===== src/rtl/branch_condition_unit_pkg.sv =====
// Shared execute-stage constants: word width, ALU op codes, branch kinds,
// condition codes and NZCV bit positions.
package branch_condition_unit_pkg;

  localparam int unsigned WORD   = 32;
  localparam int unsigned NZCV_W = 4;

  typedef enum logic [2:0] {
    ALU_ADD   = 3'b000,
    ALU_SUB   = 3'b001,
    ALU_AND   = 3'b010,
    ALU_ORR   = 3'b011,
    ALU_PASSB = 3'b100
  } alu_op_e;

  typedef enum logic [1:0] {
    BR_B    = 2'b00,
    BR_COND = 2'b01,
    BR_CBZ  = 2'b10,
    BR_CBNZ = 2'b11
  } br_kind_e;

  typedef enum logic [3:0] {
    COND_EQ = 4'b0000,
    COND_NE = 4'b0001,
    COND_HS = 4'b0010,
    COND_LO = 4'b0011,
    COND_MI = 4'b0100,
    COND_PL = 4'b0101,
    COND_VS = 4'b0110,
    COND_VC = 4'b0111,
    COND_HI = 4'b1000,
    COND_LS = 4'b1001,
    COND_GE = 4'b1010,
    COND_LT = 4'b1011,
    COND_GT = 4'b1100,
    COND_LE = 4'b1101,
    COND_AL = 4'b1110,
    COND_NV = 4'b1111
  } cond_e;

  // Bit positions inside the packed {N,Z,C,V} nibble
  localparam int unsigned FLAG_N = 3;
  localparam int unsigned FLAG_Z = 2;
  localparam int unsigned FLAG_C = 1;
  localparam int unsigned FLAG_V = 0;

endpackage


===== src/rtl/branch_condition_unit_cond_eval.sv =====
// Combinational condition-code check of an NZCV nibble; shared by B.cond and
// any later conditional-select instructions.
module branch_condition_unit_cond_eval
  import branch_condition_unit_pkg::*;
(
  input  logic [3:0] nzcv,
  input  logic [3:0] cond,
  output logic       pass
);

  logic n, z, c, v;

  always_comb begin
    n    = nzcv[FLAG_N];
    z    = nzcv[FLAG_Z];
    c    = nzcv[FLAG_C];
    v    = nzcv[FLAG_V];
    pass = 1'b0;
    case (cond_e'(cond))
      COND_EQ: pass = z;
      COND_NE: pass = ~z;
      COND_HS: pass = c;
      COND_LO: pass = ~c;
      COND_MI: pass = n;
      COND_PL: pass = ~n;
      COND_VS: pass = v;
      COND_VC: pass = ~v;
      COND_HI: pass = c & ~z;
      COND_LS: pass = ~c | z;
      COND_GE: pass = (n == v);
      COND_LT: pass = (n != v);
      COND_GT: pass = ~z & (n == v);
      COND_LE: pass = z | (n != v);
      COND_AL: pass = 1'b1;
      COND_NV: pass = 1'b1;
    endcase
  end

endmodule


===== src/rtl/branch_condition_unit.sv =====
// Execute-stage branch resolver: latches ALU NZCV flags, registers the
// taken/not-taken decision with a done pulse, and keeps saturating statistics.
module branch_condition_unit
  import branch_condition_unit_pkg::*;
#(
  parameter bit          FLAG_BYPASS = 1'b1,
  parameter int unsigned CNT_W       = 16
) (
  input  logic             clk,
  input  logic             reset,
  input  logic             alu_valid,
  input  logic             set_flags,
  input  logic             zero,
  input  logic             negative,
  input  logic             carry,
  input  logic             overflow,
  input  logic             br_valid,
  input  logic [1:0]       br_kind,
  input  logic [3:0]       cond,
  output logic [3:0]       flags_nzcv,
  output logic             branch_taken,
  output logic             branch_done,
  output logic [CNT_W-1:0] taken_count,
  output logic [CNT_W-1:0] not_taken_count
);

  localparam logic [CNT_W-1:0] CNT_MAX = {CNT_W{1'b1}};

  logic [NZCV_W-1:0] in_nzcv_c;
  logic [NZCV_W-1:0] eff_nzcv_c;
  logic              flag_wr_c;
  logic              cond_pass_c;
  logic              taken_c;

  assign in_nzcv_c = {negative, zero, carry, overflow};
  assign flag_wr_c = alu_valid & set_flags;

  branch_condition_unit_cond_eval u_cond_eval (
    .nzcv (eff_nzcv_c),
    .cond (cond),
    .pass (cond_pass_c)
  );

  // Flag source for B.cond and branch-kind decode
  always_comb begin
    eff_nzcv_c = flags_nzcv;
    taken_c    = 1'b0;
    if (FLAG_BYPASS && flag_wr_c) begin
      eff_nzcv_c = in_nzcv_c;
    end
    case (br_kind_e'(br_kind))
      BR_B:    taken_c = 1'b1;
      BR_COND: taken_c = cond_pass_c;
      BR_CBZ:  taken_c = alu_valid & zero;
      BR_CBNZ: taken_c = alu_valid & ~zero;
    endcase
  end

  always_ff @(posedge clk) begin
    if (reset) begin
      flags_nzcv      <= '0;
      branch_taken    <= 1'b0;
      branch_done     <= 1'b0;
      taken_count     <= '0;
      not_taken_count <= '0;
    end else begin
      if (flag_wr_c) begin
        flags_nzcv <= in_nzcv_c;
      end
      branch_done <= br_valid;
      if (br_valid) begin
        branch_taken <= taken_c;
        // Statistics saturate rather than wrap
        if (taken_c) begin
          if (taken_count != CNT_MAX) begin
            taken_count <= taken_count + CNT_W'(1);
          end
        end else begin
          if (not_taken_count != CNT_MAX) begin
            not_taken_count <= not_taken_count + CNT_W'(1);
          end
        end
      end
    end
  end

endmodule


===== config.mk =====
export PLATFORM = sky130hd
export DESIGN_NAME = branch_condition_unit
export DESIGN_NICKNAME = d
export VERILOG_FILES = /design/src/rtl/branch_condition_unit_pkg.sv /design/src/rtl/branch_condition_unit_cond_eval.sv /design/src/rtl/branch_condition_unit.sv
export SDC_FILE = /design/constraint.sdc
export NUM_CORES = 1
export LEC_CHECK = 0
export CAP_MARGIN = 20
export CORE_UTILIZATION = 46
export CTS_BUF_LIST = sky130_fd_sc_hd__clkbuf_16
export CTS_CLUSTER_SIZE = 10
export DETAILED_ROUTE_END_ITERATION = 16
export MAX_ROUTING_LAYER = met4
export PLACE_DENSITY = 0.87
export SETUP_SLACK_MARGIN = 0.5
export SLEW_MARGIN = 20
export SYNTH_ARGS = -nofsm -noshare
export SYNTH_HDL_FRONTEND = slang
export SYNTH_SLANG_ARGS = --single-unit

===== constraint.sdc =====
create_clock -name clk -period 4.9 [get_ports clk]
set_clock_uncertainty 0.15 [all_clocks]
set_input_delay 0.98 -clock clk [delete_from_list [all_inputs] [get_ports clk]]
set_output_delay 0.98 -clock clk [all_outputs]
set_load 0.03 [all_outputs]

# Word level (Yosys, flattened, before mapping)
# Cells that the tools add are included.
totals:
  register_bits: 38
  wordCells: 50
  out_inout_bits: 38
  inputBits: 15
op_classes:
  muxes: 3
  reduce_logical: 5
  n_bitwise: 13
  n_eq_ne: 22
  addsub: 2
op_table:
  columns: ["op", "n"]
  rows:
  - ["16-bit by 1-bit adder with 16-bit output, second input constant", 2]
  - ["4-bit == test, second input constant", 8]
  - ["16-bit inequality test, second input constant", 2]
  - ["4-bit by 3-bit == test with 1-bit output, second input constant", 4]
  - ["1-bit one-hot mux with 15 select lines", 1]
  - ["4-bit by 2-bit == test with 1-bit output, second input constant", 2]
  - ["1-bit NOT", 6]
  - ["3-bit AND reduction", 2]
  - ["1-bit AND", 5]
  - ["2-bit == test, second input constant", 2]
  - ["4-bit by 1-bit == test with 1-bit output, second input constant", 1]
  - ["4-bit logical NOT", 1]
  - ["4-bit 2-to-1 mux", 1]
  - ["1-bit one-hot mux with 4 select lines", 1]
  - ["2-bit by 1-bit == test with 1-bit output, second input constant", 1]
  - ["2-bit logical NOT", 1]
  - ["1-bit bitwise OR", 2]
  - ["2-bit OR reduction", 1]
  - ["1-bit == test", 1]
  - ["1-bit inequality test", 1]

# Logic depth before layout (Yosys ltp)
logic_depth:
  ltp_word: 8
  ltp_mapped: 10
  mapped_depth_nobuf: 8

# Cells and area by module
# Synthesis repeated with hierarchy kept, for this count alone.
hier_totals:
  hier_cells: 248
  area_unflattened_um2: 2139.6
modules_own_cells:
  columns: ["module", "seq_area_each_um2", "cells_per_inst", "n_inst", "area_per_inst_um2"]
  rows:
  - ["branch_condition_unit", 760.7, 219, 1, 1938.1]
  - ["branch_condition_unit_cond_eval", 0.0, 29, 1, 201.4]

# Least setup slack after synthesis
# No wires, ideal clock.
synth_path:
  path_type: "input-to-reg"
  from: "input cond[0]"
  to: "register not_taken_count[11]"
  path_buffers: 2
  setup_slack_ps: 1678
  t_required_ps: 4627
  arrival_ps: 2948
  setup_ps: 123
  path_stages: 10
  path_cell_list: "buf_2 -> or4_1 -> a211o_1 -> o21ai_0 -> nand2_1 -> o31a_1 -> buf_2 -> nor4_1 -> nand3_1 -> mux2_1"
synth_via:
  elab_chain_cells: 6
  elab_cells_between_ends: 21
  classes_between: "15 x eq/ne; 2 x mux; 1 x bitwise; 3 x reduce/logical"
synth_lines:
  columns: ["element", "line_no", "text"]
  rows:
  - ["start, declared", "branch_condition_unit.sv:19", "input logic [3:0] cond,"]
  - ["4-bit == test", "branch_condition_unit_cond_eval.sv:19", "case (cond_e'(cond))"]
  - ["2-bit OR reduction (no line)", null, null]
  - ["1-bit one-hot mux with 15 select lines *", "branch_condition_unit_cond_eval.sv:19", null]
  - ["1-bit one-hot mux with 4 select lines *", "branch_condition_unit.sv:51", "case (br_kind_e'(br_kind))"]
  - ["1-bit NOT (no line) *", null, null]
  - ["3-bit AND reduction (no line) *", null, null]
  - ["end signal, assigned", "branch_condition_unit.sv:80", "not_taken_count <= not_taken_count + CNT_W'(1);"]
  - ["end, declared", "branch_condition_unit.sv:24", "output logic [CNT_W-1:0] not_taken_count"]
# Every way passes the cells marked *; elsewhere a longest branch is shown, timed or not.
# A chain may end at the register's enable or synchronous reset.

# Worst setup path in the final report
layout_path:
  from: "input alu_valid"
  to: "register not_taken_count[5]"
layout_via:
  elab_chain_cells: 8
  elab_cells_between_ends: 18
  classes_between: "2 x eq/ne; 3 x mux; 12 x bitwise; 1 x reduce/logical"
layout_lines:
  columns: ["element", "line_no", "text"]
  rows:
  - ["start, declared", "branch_condition_unit.sv:11", "input logic alu_valid,"]
  - ["1-bit AND", "branch_condition_unit.sv:36", "assign flag_wr_c = alu_valid & set_flags;"]
  - ["4-bit 2-to-1 mux", null, null]
  - ["1-bit inequality test (tied with other cells)", "branch_condition_unit_cond_eval.sv:31, branch_condition_unit_cond_eval.sv:33", null]
  - ["1-bit bitwise OR (tied with other cells)", "branch_condition_unit_cond_eval.sv:33", "COND_LE: pass = z | (n != v);"]
  - ["1-bit one-hot mux with 15 select lines", "branch_condition_unit_cond_eval.sv:19", null]
  - ["1-bit one-hot mux with 4 select lines *", "branch_condition_unit.sv:51", null]
  - ["1-bit NOT (no line) *", null, null]
  - ["3-bit AND reduction (no line) *", null, null]
# Marks and branches as above.

==> qor.yml <==
core-area_sq_mm: 0.00438
worst_hold_path_type: "flop to flop"
fp-row-count: 24
via_per_inst: 5.72
io_pins: 53
cts_buffers: 5
grt_start_max_net_pins: 31
drtIter0Drc: 85
start_kind: "input pin"
worstPathRequired_ps: 4940
grt_remaining_overflow: 0
synthCells: 260
nets: 328
synth_top_area_share_pct: 36.3
p_sw_mw: 0.185
multi_input_area_sq_mm: 0.00128
wire_per_inst_um: 13.6
p_per_area_mw_per_mm2: 261
ys_seq_elements: 38
syn-num-nets: 277
drt_pass1_iterations: 4
cp-startpoint: "alu_valid"
total_power_mw: 0.726
seq_area_frac_synth_pct: 36.3
rsz0062_at_grt: "false"
synthSimpleGateAreaFrac_pct: 33.5
r2r_start: "flags_nzcv[3]"
critPathKind: "input pin to flop"
final_area_sq_mm: 0.00278
portBuffers: 52
synth_edf_count: 0
synth_flop_cell: "dfxtp_1"
end_kind: "flop"
drt_wl_total_mm: 4.91
place.gp.congestion: 0.890
slew-limit-headroom_pct: 27.7
reg2reg_depth: 8
yosys.area.top_type: "dfxtp_1"
regArea_sq_um: 761
min-delay-start: "taken_count[12]"
cts.sinks: 38
synth_compound_area_share_pct: 15.4
drive_gt1_share_pct: 5.81
grt_pass1_vias: 1859
rrSetupSlack_ps: 2260
tightestPinTransition_ps: 1080
die_h_um: 69.5
antenna_found_initial: 0
clk_latency_ps: 280
cts_resized: 0
htree_num_levels: 2
dieWidth_um: 69.5
grt_pass1_wl_mm: 8.12
syn_avg_cell_area_sq_um: 8.07
synthToLayoutAreaGrowth_pct: 32.6
synth_xor_area_share_pct: 6.26
p_comb_share_pct: 14.3
ant_nets: 0
setup_viol: 0
postCtsSetupBuffers: 0
worstHoldPathCells: 1
dpl.hpwl_mm: 3.64
synthMuxAreaShare_pct: 4.77
fillers: 393
dr_total_vias: 2072
sw_frac_of_total_pct: 25.5
clkTransAtPathRegs_ps: 50
ys_types: 48
vdd_ir_drop_max_mv: 0.151
drc: 0
crit_fanout: 11
power_leakage_nw: 0.930
status: "completed"
seqPwrFrac_pct: 44.7
final_max_slew_viol_count: 0
cts_root_buf: "clkbuf_16"
cts_hold_buf: 0
placed_area_sq_mm: 0.00265
r2r_end: "not_taken_count[5]"
hold_path_end: "taken_count[12]"
cap_violations: 0
arrival_ps: 3720
post-route-period-util_pct: 75.0
initial_utilization_pct: 47.9
die_area_sq_mm: 0.00484
syn-cell-area_sq_mm: 0.00210
synth_warnings: 0
grt_use_total_pct: 21.3
finalHoldViolCount: 0
cts_tree: "yes"
clockBufferDepth: 2
synth_top_family_by_area: "simple AND/OR/NAND/NOR gates"
synth.area.top_cells: "dfxtp_1, nor2_1, a21oi_1"
synth_fa_ha_area_share_pct: 1.19
yosysMostFrequentCell: "dfxtp_1"
synthArstFlopShare_pct: 0
p_int_mw: 0.541
clockPowerShare_pct: 41.0
setup_tns_ps: 0
synthTopCellsByCount: "dfxtp_1, nor2_1, a21oi_1"
antennaDiodeCount: 0
min_period_ps: 3680
utilization_pct: 63.4
fmax_mhz: 272
[metal layers]
layer | up-vias | track usage [%] | routed length (um)
met3 | 4 | 5.23 | 245
met4 | 0 | 5.90 | 29
met2 | 53 | 35.7 | 2380
met1 | 963 | 25.5 | 2260
li1 | 1052 | - | -
met5 | - | - | 0
[per-stage QoR]
| stage | setup slack [ps] | std cells | hold WS [ps] |
|---|---|---|---|
| 2_1_floorplan | 1680 | 260 | 430 |
| 6_report | 1220 | 362 | 340 |
| 3_3_place_gp | 1020 | 356 | 314 |
| 5_1_grt | 989 | 362 | 359 |
| 4_1_cts | 1240 | 362 | 336 |
| 3_5_place_dp | 961 | 356 | 328 |
[placed cells by master (no fill, tap or decap), types with 2 or more instances in the layout]
master	netlist	final
a211o_1	2	2
a21oi_1	22	22
a311oi_1	3	3
and3_1	6	6
clkbuf_16	0	5
clkdlybuf4s50_1	0	52
dfxtp_1	38	38
ha_1	2	2
inv_1	4	4
mux2_1	2	2
mux2i_1	3	3
nand2_1	17	17
nand2b_1	5	5
nand3_1	16	16
nand3b_1	2	2
nand4_1	7	7
nor2_1	31	31
nor2b_1	5	5
nor3_1	6	6
nor4_1	2	2
o21ai_0	18	18
or2_1	2	2
or3_1	17	17
or4_1	4	4
xnor2_1	11	11
xor2_1	4	4
[layout make-up]
| cell class | count | area share (%) |
|---|---|---|
| repair buffers | 53 | 19.0 |
| inverters | 4 | 0.540 |
| multi-input cells | 209 | 46.2 |
| well taps | 52 | 2.34 |
| clock inverters | 1 | 0.135 |
| clock buffers | 5 | 4.50 |
| flip-flops and latches | 38 | 27.4 |
[power by group through the flow]
| stage | Combinational (mW) | Clock (mW) | Sequential, mW |
|---|---|---|---|
| 2_1_floorplan | 0.0538 | 0 | 0.342 |
| 3_3_place_gp | 0.101 | 0 | 0.331 |
| 3_5_place_dp | 0.103 | 0 | 0.331 |
| 4_1_cts | 0.104 | 0.302 | 0.324 |
| 5_1_grt | 0.114 | 0.312 | 0.325 |
| 6_report | 0.104 | 0.298 | 0.324 |
[cells by family (layout without fill, tap and decap cells)]
logic type,Yosys count,count (layout)
AND/OR/NAND/NOR,130,130
flip-flops,38,38
multiplexers,8,8
AO/OA/AOI/OAI,54,54
XOR/XNOR,15,15
buffers and inverters,13,63
adder cells (fa/ha/maj),2,2
[registers in the layout, summed over array words and instances (netlist names)]
register         cells
not_taken_count     16
taken_count         16
flags_nzcv           4
branch_done          1
branch_taken         1
[critical path, cell delays in order]
cell             delay [ps]
clkdlybuf4s50_1         530
and3_1                  240
a21oi_1                 240
mux2i_1                 320
o221ai_1                140
o31a_1                  390
or2_1                   360
or3_1                   380
a21oi_1                 140
[worst max path at each step]
stage,cells after the start,slack (ps),end
2_1_floorplan,10,1680,not_taken_count[11]
6_report,9,1220,not_taken_count[5]
3_5_place_dp,9,960,not_taken_count[7]
4_1_cts,9,1240,not_taken_count[7]
3_3_place_gp,9,1020,not_taken_count[9]
5_1_grt,9,990,not_taken_count[5]
(Power assumes the default switching activity.)
